==> config.mk <==
export PLATFORM = sky130hd
export DESIGN_NAME = sram_arbiter
export DESIGN_NICKNAME = d
export VERILOG_FILES = /design/src/rtl/sram_arb_pkg.sv /design/src/rtl/sram_arb_prio.sv /design/src/rtl/sram_arbiter.sv
export SDC_FILE = /design/constraint.sdc
export NUM_CORES = 1
export LEC_CHECK = 0
export BUFFER_PORTS_ARGS = -buffer_cell sky130_fd_sc_hd__buf_2
export CAP_MARGIN = 10
export CELL_PAD_IN_SITES_DETAIL_PLACEMENT = 1
export CELL_PAD_IN_SITES_GLOBAL_PLACEMENT = 2
export CORE_ASPECT_RATIO = 2
export CORE_UTILIZATION = 24
export DETAILED_ROUTE_END_ITERATION = 10
export PLACE_DENSITY_LB_ADDON = 0.25
export SYNTH_ARGS = -nofsm -noshare
export SYNTH_HDL_FRONTEND = slang
export SYNTH_SLANG_ARGS = --single-unit
==> constraint.sdc <==
create_clock -name clk -period 1.5 [get_ports clk]
set_input_delay 0.15 -clock clk [delete_from_list [all_inputs] [get_ports clk]]
set_output_delay 0.15 -clock clk [all_outputs]
set_load 0.005 [all_outputs]
==> src/rtl/sram_arb_pkg.sv <==
// rtl/sram_arb_pkg.sv - shared FSM state and requester encodings for the SRAM arbiter
package sram_arb_pkg;

  typedef enum logic [1:0] {
    ST_IDLE   = 2'd0,
    ST_SETUP  = 2'd1,
    ST_STROBE = 2'd2,
    ST_ACK    = 2'd3
  } state_t;

  typedef enum logic [1:0] {
    RQ_CPU = 2'd0,
    RQ_VPU = 2'd1,
    RQ_DMA = 2'd2
  } rq_id_t;

  localparam int WS_CNT_W = 3;

  // Wait-state count (0..7) squeezed into the strobe counter width
  function automatic logic [WS_CNT_W-1:0] ws_last(input int ws);
    return WS_CNT_W'(ws);
  endfunction

endpackage

==> src/rtl/sram_arb_prio.sv <==
// rtl/sram_arb_prio.sv - combinational grant pick: VPU > DMA > CPU, CPU forced once the VPU burst limit is hit
module sram_arb_prio
  import sram_arb_pkg::*;
(
  input  logic   i_cpu_req,
  input  logic   i_vpu_req,
  input  logic   i_dma_req,
  input  logic   i_run_full,
  output logic   o_grant,
  output rq_id_t o_grant_id
);

  // Fixed priority with a fairness override that lets a waiting CPU past a long VPU burst
  always_comb begin
    o_grant    = i_cpu_req | i_vpu_req | i_dma_req;
    o_grant_id = RQ_CPU;
    if (i_cpu_req && i_run_full) o_grant_id = RQ_CPU;
    else if (i_vpu_req)          o_grant_id = RQ_VPU;
    else if (i_dma_req)          o_grant_id = RQ_DMA;
  end

endmodule

==> src/rtl/sram_arbiter.sv <==
// rtl/sram_arbiter.sv - CPU/VPU access sequencer for the shared async SRAM; DMA port added by SRAM_ARB_DMA_EN
module sram_arbiter
  import sram_arb_pkg::*;
#(
  parameter int WAIT_STATES   = 1,
  parameter int VPU_BURST_MAX = 4
) (
  input  logic        clk,
  input  logic        rst,
  input  logic        cpu_req,
  input  logic        cpu_rw,
  input  logic [16:0] cpu_addr,
  input  logic [7:0]  cpu_wdata,
  output logic [7:0]  cpu_rdata,
  output logic        cpu_ack,
  output logic        cpu_hold,
  input  logic        vpu_req,
  input  logic [15:0] vpu_addr,
  output logic [7:0]  vpu_rdata,
  output logic        vpu_ack,
`ifdef SRAM_ARB_DMA_EN
  input  logic        dma_req,
  input  logic        dma_rw,
  input  logic [16:0] dma_addr,
  input  logic [7:0]  dma_wdata,
  output logic [7:0]  dma_rdata,
  output logic        dma_ack,
`endif
  output logic [16:0] sram_ad,
  input  logic [7:0]  sram_dq_i,
  output logic [7:0]  sram_dq_o,
  output logic        sram_dq_oe,
  output logic        sram_cs2,
  output logic        sram_oe_n,
  output logic        sram_we_n
);

  localparam int RUN_W = (VPU_BURST_MAX < 1) ? 1 : $clog2(VPU_BURST_MAX + 1);
  localparam logic [RUN_W-1:0]    RUN_MAX = RUN_W'(VPU_BURST_MAX);
  localparam logic [WS_CNT_W-1:0] WS_LAST = ws_last(WAIT_STATES);

  state_t               r_state, w_state_nxt;
  rq_id_t               r_id, w_grant_id;
  logic                 r_rw;
  logic [16:0]          r_ad;
  logic [7:0]           r_dq_o;
  logic                 r_dq_oe, r_cs2, r_oe_n, r_we_n;
  logic [WS_CNT_W-1:0]  r_ws_cnt;
  logic [RUN_W-1:0]     r_vpu_run;
  logic [7:0]           r_cpu_rdata, r_vpu_rdata;
  logic                 r_cpu_ack, r_vpu_ack;
  logic                 w_grant, w_load, w_run_full, w_strobe_last, w_dma_req, w_rw_nxt;
  logic                 w_sel_rw;
  logic [16:0]          w_sel_addr;
  logic [7:0]           w_sel_wdata;
`ifdef SRAM_ARB_DMA_EN
  logic [7:0]           r_dma_rdata;
  logic                 r_dma_ack;
  assign w_dma_req = dma_req;
  assign dma_rdata = r_dma_rdata;
  assign dma_ack   = r_dma_ack;
`else
  assign w_dma_req = 1'b0;
`endif

  assign w_run_full    = (r_vpu_run == RUN_MAX);
  assign w_strobe_last = (r_ws_cnt == WS_LAST);
  assign w_rw_nxt      = w_load ? w_sel_rw : r_rw;

  sram_arb_prio u_prio (
    .i_cpu_req  (cpu_req),
    .i_vpu_req  (vpu_req),
    .i_dma_req  (w_dma_req),
    .i_run_full (w_run_full),
    .o_grant    (w_grant),
    .o_grant_id (w_grant_id)
  );

  // Route the winning requester's command to the latch inputs
  always_comb begin
    w_sel_rw    = cpu_rw;
    w_sel_addr  = cpu_addr;
    w_sel_wdata = cpu_wdata;
    case (w_grant_id)
      RQ_VPU: begin
        w_sel_rw    = 1'b1;
        w_sel_addr  = {1'b0, vpu_addr};
        w_sel_wdata = 8'h00;
      end
`ifdef SRAM_ARB_DMA_EN
      RQ_DMA: begin
        w_sel_rw    = dma_rw;
        w_sel_addr  = dma_addr;
        w_sel_wdata = dma_wdata;
      end
`endif
      default: ;
    endcase
  end

  // State register
  always_ff @(posedge clk) begin
    if (rst) r_state <= ST_IDLE;
    else     r_state <= w_state_nxt;
  end

  // Next-state decode; w_load marks the IDLE cycle that accepts a grant
  always_comb begin
    w_state_nxt = r_state;
    w_load      = 1'b0;
    case (r_state)
      ST_IDLE: begin
        if (w_grant) begin
          w_state_nxt = ST_SETUP;
          w_load      = 1'b1;
        end
      end
      ST_SETUP:  w_state_nxt = ST_STROBE;
      ST_STROBE: if (w_strobe_last) w_state_nxt = ST_ACK;
      ST_ACK:    w_state_nxt = ST_IDLE;
      default:   w_state_nxt = ST_IDLE;
    endcase
  end

  // Command latches, registered pin strobes decoded from the next state, read capture and acks
  always_ff @(posedge clk) begin
    if (rst) begin
      r_id        <= RQ_CPU;
      r_rw        <= 1'b1;
      r_ad        <= '0;
      r_dq_o      <= '0;
      r_dq_oe     <= 1'b0;
      r_cs2       <= 1'b0;
      r_oe_n      <= 1'b1;
      r_we_n      <= 1'b1;
      r_ws_cnt    <= '0;
      r_vpu_run   <= '0;
      r_cpu_rdata <= '0;
      r_vpu_rdata <= '0;
      r_cpu_ack   <= 1'b0;
      r_vpu_ack   <= 1'b0;
`ifdef SRAM_ARB_DMA_EN
      r_dma_rdata <= '0;
      r_dma_ack   <= 1'b0;
`endif
    end else begin
      r_cpu_ack <= 1'b0;
      r_vpu_ack <= 1'b0;
`ifdef SRAM_ARB_DMA_EN
      r_dma_ack <= 1'b0;
`endif
      if (w_load) begin
        r_id   <= w_grant_id;
        r_rw   <= w_sel_rw;
        r_ad   <= w_sel_addr;
        r_dq_o <= w_sel_wdata;
        if (w_grant_id == RQ_VPU) begin
          if (!w_run_full) r_vpu_run <= r_vpu_run + 1'b1;
        end else begin
          r_vpu_run <= '0;
        end
      end
      r_ws_cnt <= (r_state == ST_STROBE && !w_strobe_last) ? r_ws_cnt + 1'b1 : '0;
      r_cs2    <= (w_state_nxt != ST_IDLE);
      r_oe_n   <= !((w_state_nxt == ST_STROBE) && w_rw_nxt);
      r_we_n   <= !((w_state_nxt == ST_STROBE) && !w_rw_nxt);
      r_dq_oe  <= ((w_state_nxt == ST_SETUP) || (w_state_nxt == ST_STROBE)) && !w_rw_nxt;
      if (r_state == ST_STROBE && w_strobe_last) begin
        case (r_id)
          RQ_CPU: begin
            r_cpu_ack <= 1'b1;
            if (r_rw) r_cpu_rdata <= sram_dq_i;
          end
          RQ_VPU: begin
            r_vpu_ack   <= 1'b1;
            r_vpu_rdata <= sram_dq_i;
          end
`ifdef SRAM_ARB_DMA_EN
          RQ_DMA: begin
            r_dma_ack <= 1'b1;
            if (r_rw) r_dma_rdata <= sram_dq_i;
          end
`endif
          default: ;
        endcase
      end
    end
  end

  assign cpu_rdata  = r_cpu_rdata;
  assign cpu_ack    = r_cpu_ack;
  assign cpu_hold   = cpu_req & ~r_cpu_ack & ~rst;
  assign vpu_rdata  = r_vpu_rdata;
  assign vpu_ack    = r_vpu_ack;
  assign sram_ad    = r_ad;
  assign sram_dq_o  = r_dq_o;
  assign sram_dq_oe = r_dq_oe;
  assign sram_cs2   = r_cs2;
  assign sram_oe_n  = r_oe_n;
  assign sram_we_n  = r_we_n;

endmodule
==> results of run 1 <==
[critical path, cell delays in order (launching register included)]
cell	delay, ns
dfxtp_2	0.35
inv_2	0.06
ha_4	0.17
o21ai_2	0.06
o21ai_2	0.07
o22ai_2	0.12
ha_2	0.20
or3b_1	0.33
[stage by stage]
step | cells | setup WS, ns | TNS, ns | power [W]
2_1_floorplan | 272 | 0.01181 | 0 | 0.003266
5_1_grt | 530 | -0.04946 | -0.1911 | 0.007410
3_3_place_gp | 510 | 0.004858 | 0 | 0.004137
6_report | 530 | 0.02700 | 0 | 0.006961
4_1_cts | 527 | -0.03106 | -0.05910 | 0.006853
3_5_place_dp | 510 | -0.02430 | -0.05966 | 0.004195
[cell families (layout without fill, tap and decap cells)]
kind of cell / count (synthesis) / after routing / synth area share [%]
simple gates: 109 / 109 / 21.03
mux: 8 / 8 / 3.340
buf+inv: 25 / 151 / 7.307
flops: 57 / 57 / 47.60
compound gates: 64 / 64 / 16.02
fa+ha+maj: 9 / 9 / 4.697
[worst paths after layout]
kind	startpoint	slack (ns)	end
setup / recovery	r_state[1]	0.03	sram_we_n
hold / removal	cpu_addr[12]	0.07	sram_ad[12]
setup reg to reg	r_state[1]	0.03	sram_we_n
hold reg to reg	sram_dq_o[3]	0.45	sram_dq_o[3]
[cell usage in the layout (no fill, tap or decap), types with 4 or more instances in the layout]
cell	netlist	layout
bufinv_16	0	4
inv_1	7	4
nand3_1	11	11
buf_2	4	101
dfxtp_2	0	4
nor2_1	35	35
nand2_1	44	43
mux2i_1	8	6
buf_4	3	19
clkbuf_16	0	9
ha_4	0	5
a211oi_1	16	14
dfxtp_1	57	53
a21oi_1	35	33
buf_12	0	6
[Yosys cell counts (3+ instances only)]
master,count,area share [%]
ha_1,9,4.7
inv_1,7,1.1
mux2i_1,8,3.3
buf_2,4,0.84
nand3_1,11,2.3
nor2_1,35,5.5
nand2_1,44,6.9
o21ai_0,4,0.84
buf_6,6,2.8
buf_4,3,0.94
dfxtp_1,57,48
clkbuf_1,3,0.47
a21oi_1,35,7.3
a211oi_1,16,5.0
[what timing repair did]
action	in CTS	in global routing
setup buffers	1	3
gates resized for setup	11	19
endpoints found under the setup margin	16	40
pin swaps	4	9
[state kept, by name (all words and copies together), names as in the netlist, 2 cells and up]
signal / count
r_vpu_run: 3
r_state: 2
cpu_rdata: 8
vpu_rdata: 8
sram_ad: 17
sram_dq_o: 8
r_ws_cnt: 3
[metal layers]
metal,global-route usage (%),vias up,wire (µm)
met5,0,-,0
met2,30.84,69,4434
met1,14.12,1130,2730
li1,-,1164,-
met4,8.153,0,128
met3,3.647,10,315
[layout make-up]
class | instances | area [µm²]
Sequential cell | 57 | 1146
Multi-Input combinational cell | 190 | 1202
Timing Repair Buffer | 128 | 790.8
Fill cell | 1192 | 6007
Inverter | 7 | 28.78
Clock buffer | 10 | 229.0
Tap cell | 132 | 165.2
Clock inverter | 6 | 130.1
[report_power, final]
part	switching [W]	internal [W]	total [W]
clock	0.000702	0.00178	0.00248
sequential	0.000167	0.00182	0.00199
combinational	0.00125	0.00123	0.00249
total	0.00212	0.00484	0.00696
==> results_dict.tcl, run 1 <==
set metrics [dict create \
    cap_violations 0 \
    hp-class "in -> reg" \
    p_per_area_nw_per_um2 1885 \
    drtPass1Iterations 4 \
    root_buffer "clkbuf_16" \
    syn_area_um2 2397 \
    clk_path_buf_depth 2 \
    grt_max_degree 26 \
    crit_fanout 3 \
    die-area_um2 10420 \
    reg2reg_depth 7 \
    wl_per_cell_um 14.36 \
    first_global_vias 2481 \
    portBuffers 101 \
    fin_area_um2 3692 \
    avgSynthCellArea_um2 8.814 \
    rsz0062_at_grt "yes" \
    syn_inst 272 \
    yosysWarnings 0 \
    postCtsHoldBufs 0 \
    cts_made_buffers 9 \
    grt_overflow_total 0 \
    io_pins 102 \
    worstPathArrival_ns 1.68 \
    first_iter_violations 53 \
    layout.nets 456 \
    initial_core_util_pct 24.72 \
    maxSlewViolCount 0 \
    end_kind "flop" \
    gp_congestion 0.7004 \
    fp.dieW_um 72.67 \
    grt_pass1_wl_mm 12.05 \
    fin_crit_ns 1.473 \
    ys_seq_area_share_pct 47.60 \
    drc 0 \
    skew_ns 0.007370 \
    synthArstFlopShare_pct 0 \
    h-tree-depth 3 \
    diodes 0 \
    tightest_slew_ns 0.3046 \
    relSlewSlack_pct 79.69 \
    critPathRequiredTime_ns 1.71 \
    ir_worst_vdd_mv 0.5984 \
    final_util_pct 38.07 \
    min_path_cells 3 \
    routed_wl_mm 7.609 \
    ys_ff_latch 57 \
    layout_worst_path_cycle_share_pct 98.20 \
    antenna_found_initial 0 \
    cts_tree "done" \
    hold_ws_ns 0.06706 \
    hpwl_mm 5.591 \
    status "completed" \
    die-height_um 143.3 \
    drive_gt1_share_pct 44.97 \
    rows 51 \
    fmax_mhz 678.9 \
    drtAntennaViolNets 0 \
    grtUsageTotal_pct 15.65 \
    synth_cell_types 38 \
    setup_viol 0 \
    ys.flop_type "dfxtp_1" \
    syn-num-nets 335 \
    cts.sinks 57 \
    clk_pin_slew_ns 0.05 \
    finalHoldViolations 0 \
    areaGrowthSynthToFinish_pct 54.02 \
    start_kind "flop" \
    via_per_inst 4.477 \
    leakagePower_nw 1.628 \
    postPlaceCellArea_um2 3182 \
    vias 2373 \
    core_um2 9699 \
    critPathKind "reg -> reg" \
    clock_latency_ns 0.33 \
    synth_edf_count 0 \
]
No activity file was read; power rests on OpenSTA's default activity.
==> run 2: changes to the inputs <==
- CELL_PAD_IN_SITES_DETAIL_PLACEMENT: 1 -> 2
==> run 2 against run 1 <==
The flow now finishes with violations (negative setup slack). Clock skew about the same. Critical path type unchanged. Global-route usage up 0.16 points. First-iteration DRC count is 11% higher. Fmax is 2.8% lower. Utilization down 0.75 points. Clock-buffer cell count rose by 1.
==> results_dict.tcl, run 2 (synthesis gave the netlist of run 1 again) <==
set metrics [dict create \
    status "complete, but fails checks" \
    violations "negative setup slack" \
    cp_cell_sequence "inv_2 -> ha_4 -> o21ai_2 -> o21ai_2 -> o22ai_2 -> ha_2 -> or3b_1" \
    p_per_area_nw_per_um2 1792 \
    grt_pass1_wl_mm 12.45 \
    hold_end "sram_ad[9]" \
    diodes 0 \
    stdcell_count 527 \
    tightest_slew_ns 0.3379 \
    cap_violations 0 \
    fillCellCount 1152 \
    p_switching_w 0.002133 \
    first_iter_violations 59 \
    portBuffers 101 \
    leakagePower_nw 1.580 \
    reg2reg_depth 7 \
    grtUsageTotal_pct 15.82 \
    routed_wl_mm 7.898 \
    critPathTopFamily "adder cells" \
    wl_per_cell_um 14.99 \
    rows 51 \
    postPlaceCellArea_um2 3182 \
    worstPathArrival_ns 1.71 \
    drtPass1Iterations 4 \
    first_global_vias 2675 \
    start_kind "flop" \
    layout_setup_ws_ns -0.01499 \
    cts_made_buffers 9 \
    power.total_w 0.006488 \
    initial_core_util_pct 24.72 \
    drive_gt1_share_pct 45.57 \
    layout.nets 453 \
    end_kind "flop" \
    maxSlewViolCount 0 \
    grt_overflow_total 0 \
    clk_path_buf_depth 2 \
    fp.dieW_um 72.67 \
    die-height_um 143.3 \
    clock_latency_ns 0.32 \
    fmax_mhz 660.1 \
    crit_top_cell "o21ai_2" \
    crit_fanout 3 \
    gp_congestion 0.7004 \
    final_cell_mix "101 x buf_2, 52 x dfxtp_1, 44 x nand2_1" \
    dp_cells 510 \
    core_um2 9699 \
    critPathRequiredTime_ns 1.70 \
    cp_num_buf_inv 1 \
    cts.sinks 57 \
    die-area_um2 10420 \
    regArea_um2 1147 \
    pre_cts_ws_ns -0.06180 \
    drtAntennaViolNets 0 \
    clkPwrFrac_pct 31.0 \
    ir_worst_vdd_mv 0.5488 \
    finalHoldViolations 0 \
    largest_register_ff_count 17 \
    relSlewSlack_pct 77.48 \
    cts_tree "done" \
    setup_viol 1 \
    multi_input_area_um2 1219 \
    final_util_pct 37.32 \
    netSwitchingFraction_pct 32.88 \
    final_common_cell "buf_2" \
    rsz0062_at_grt "yes" \
    fin_crit_ns 1.515 \
    r2r_start "r_state[1]" \
    fin_area_um2 3620 \
    areaGrowthSynthToFinish_pct 50.99 \
    clk_pin_slew_ns 0.06 \
    grt_max_degree 26 \
    min_path_cells 3 \
    crit_slowest_cell "or3b_1" \
    hp-class "in -> reg" \
    rr_endpoint "sram_we_n" \
    layout_worst_path_cycle_share_pct 101.0 \
    crit_start "r_state[1]" \
    max_stage_delay_ns 0.34 \
    h-tree-depth 3 \
    io_pins 102 \
    p_int_w 0.004355 \
    min_from "cpu_addr[9]" \
    seqPwrFrac_pct 30.6 \
    combPwrFrac_pct 38.4 \
    skew_ns 0.007763 \
    root_buffer "clkbuf_16" \
    hpwl_mm 6.056 \
    vias 2371 \
    antenna_found_initial 0 \
    drc 0 \
    critPathKind "reg -> reg" \
    rrSetupSlack_ns -0.01 \
    via_per_inst 4.499 \
]
-- run 2: changes by cell type in the layout (fill, tap and decap cells not counted), sizes merged --
| cell | change |
|---|---|
| buf | -3 |
| bufinv | -3 |
| clkinvlp | +2 |
| clkbuf | +1 |
-- run 2: metal layers --
layer,vias to the layer above,track usage (%),wire length [µm]
met5,-,0,0
met4,0,6.502,105
met3,7,2.805,300
met2,63,32.66,4739
met1,1145,14.22,2753
li1,1156,-,-
-- run 2: layout make-up --
class,instances,share of cell area [%]
clock buffer,11,6.706
clock inverter,5,1.521
inverter,7,0.7259
multi-input combinational,190,33.67
sequential,57,31.70
tap,132,4.563
timing repair buffer,125,21.12
-- run 2: how the worst max path moves through the flow --
stage	to	slack, ns	cells past startpoint
finish	sram_we_n	-0.01	7
global route	sram_we_n	-0.09	7
CTS	cpu_rdata[2]	-0.01	8
detailed placement	sram_we_n	-0.06	7
global placement	sram_dq_oe	0.005	8
floorplan	sram_we_n	0.01	8
-- run 2: per-stage QoR --
stage               setup TNS (ns)  hold WS [ns]
floorplan                        0        0.2860
global placement                 0        0.4037
detailed placement         -0.2330        0.4095
CTS                       -0.03471       0.06209
global route               -0.5388       0.07578
finish                    -0.01499       0.07353
-- run 2: repair_timing --
action                     4_1_cts  5_1_grt
setup endpoints to repair       25       36
hold buffers                     0        0
hold endpoints to repair         0        0
buffers inserted                 0        1
pin swaps                        0        7
resized for setup               11       23
-- run 2: power by group through the flow --
stage	clock, W	combinational (W)	sequential [W]
5_1_grt	0.00213	0.00279	0.00201
6_report	0.00201	0.00249	0.00198
4_1_cts	0.00209	0.00232	0.00199
2_1_floorplan	0	0.00125	0.00201
3_5_place_dp	0	0.00225	0.00201
3_3_place_gp	0	0.00214	0.00199
-- run 2: worst register-to-register path, stage by stage, from the launching register on --
cell	delay, ns
dfxtp_2	0.33
inv_2	0.05
ha_4	0.17
o21ai_2	0.06
o21ai_2	0.08
o22ai_2	0.15
ha_2	0.21
or3b_1	0.34
==> run 3: changes to the inputs <==
- CORE_UTILIZATION: 24 -> 28
- clock period: 1.5 -> 1.95 ns (I/O delays scaled with it)
==> run 3 against run 2 <==
The flow now finishes without violations. Clock power down 18%. First-iteration DRC count increased by 41%. Flip-flop and latch count is the same. Die area decreased by 14%. Power is 30% lower.
==> results_dict.tcl, run 3 (synthesis gave the netlist of run 1 again) <==
set metrics [dict create \
    maxSlewViolCount 0 \
    cp_cell_sequence "inv_1 -> ha_1 -> o21ai_0 -> o21ai_0 -> o22ai_1 -> ha_1 -> or3b_1" \
    met2_length_mm 4.334 \
    leakagePower_nw 1.466 \
    final_common_cell "buf_2" \
    p_int_w 0.003067 \
    die-height_um 132.9 \
    cts.sinks 57 \
    crit_fanout 3 \
    min_from "cpu_addr[0]" \
    clk_pin_slew_ns 0.05 \
    grt_overflow_total 0 \
    cap_violations 0 \
    first_iter_violations 83 \
    relSlewSlack_pct 74.18 \
    tightest_slew_ns 0.3863 \
    cp_num_buf_inv 1 \
    post-cts-setup-buffers 0 \
    rr_endpoint "sram_we_n" \
    die-area_um2 8958 \
    clk_path_buf_depth 2 \
    gp_congestion 0.7606 \
    reg2reg_depth 7 \
    rrSetupSlack_ns 0.17 \
    drc 0 \
    rsz0062_at_grt "no" \
    crit_slowest_cell "dfxtp_1" \
    hpwl_mm 5.701 \
    critPathTopFamily "adder cells" \
    vias 2307 \
    post_cts_resized 0 \
    cts_made_buffers 9 \
    met1_length_mm 2.671 \
    top_layer "met4" \
    regArea_um2 1141 \
    grt_pass1_wl_mm 12.23 \
    fmax_mhz 561.7 \
    postCtsHoldBufs 0 \
    seqPwrFrac_pct 33.4 \
    critPathRequiredTime_ns 2.16 \
    min_path_cells 3 \
    layout_worst_path_cycle_share_pct 91.30 \
    h-tree-depth 3 \
    final_cell_mix "101 x buf_2, 57 x dfxtp_1, 44 x nand2_1" \
    drtPass1Iterations 3 \
    portBuffers 101 \
    layout.nets 438 \
    final_util_pct 39.26 \
    status "completed" \
    grt_max_degree 27 \
    netSwitchingFraction_pct 32.36 \
    largest_register_ff_count 17 \
    routed_wl_mm 7.564 \
    root_buffer "clkbuf_16" \
    skew_ns 0.007673 \
    p_per_area_nw_per_um2 1393 \
    multi_input_area_um2 1081 \
    diodes 0 \
    end_kind "flop" \
    start_kind "flop" \
    core_um2 8292 \
    combPwrFrac_pct 30.3 \
    rows 47 \
    hp-class "in -> reg" \
    finalHoldViolations 0 \
    power.total_w 0.004534 \
    clock_latency_ns 0.33 \
    fp.dieW_um 67.43 \
    clkPwrFrac_pct 36.3 \
    critPathKind "reg -> reg" \
    r2r_start "r_state[0]" \
    p_switching_w 0.001467 \
    hold_end "sram_ad[0]" \
    met3WireLength_um 347 \
    setup_viol 0 \
    wl_per_cell_um 15.82 \
    via_per_inst 4.826 \
    drive_gt1_share_pct 35.26 \
    areaGrowthSynthToFinish_pct 35.80 \
    fin_crit_ns 1.780 \
    cts_tree "done" \
    max_stage_delay_ns 0.34 \
    drtAntennaViolNets 0 \
    grtUsageTotal_pct 18.66 \
    final.setup.tns_ns 0 \
    ir_worst_vdd_mv 0.5686 \
    fillCellCount 964 \
    antenna_found_initial 0 \
    io_pins 102 \
    first_global_vias 2530 \
    worstPathArrival_ns 1.99 \
    initial_core_util_pct 28.91 \
]
[run 3: how the worst max path moves through the flow]
stage,startpoint,to,cells after the start
after floorplan,r_ws_cnt[1],sram_we_n,7
after global placement,r_ws_cnt[1],sram_we_n,7
after detailed placement,r_state[0],sram_we_n,7
after CTS,r_state[0],sram_we_n,7
after global routing,r_state[0],sram_we_n,7
final,r_state[0],sram_we_n,7
[run 3: area by class of cell]
cell class / instances / share of cell area (%)
repair buffers: 110 / 17.60
well taps: 98 / 3.766
inverters: 7 / 0.8071
multi-input cells: 190 / 33.21
clock inverters: 6 / 2.537
clock buffers: 10 / 7.033
flip-flops and latches: 57 / 35.05
[run 3: worst register-to-register path, cell delays in order (launching register included)]
cell and delay [ns]:
dfxtp_1 0.34, inv_1 0.08, ha_1 0.23, o21ai_0 0.09
o21ai_0 0.10, o22ai_1 0.26, ha_1 0.23, or3b_1 0.34
[run 3: power by group through the flow]
stage / logic [W] / clock network [W] / registers (W)
finish: 0.00137 / 0.00165 / 0.00151
global route: 0.00157 / 0.00175 / 0.00155
CTS: 0.00142 / 0.00170 / 0.00152
detailed placement: 0.00140 / 0 / 0.00154
global placement: 0.00134 / 0 / 0.00153
floorplan: 0.000923 / 0 / 0.00154
[run 3: metal layers]
layer / vias up / track usage [%]
li1: 1120 / -
met1: 1108 / 17.49
met2: 66 / 34.61
met3: 13 / 3.966
met4: 0 / 10.99
met5: - / 0
[run 3: stage by stage]
step	cells	setup WS, ns	hold WS, ns	area [µm²]
after global placement	462	0.3053	0.4342	2944
after global routing	478	0.03223	0.1185	3256
after detailed placement	462	0.1394	0.4507	2944
after CTS	478	0.1367	0.1007	3256
after floorplan	272	0.3709	0.3310	2397
final	478	0.1696	0.1106	3256
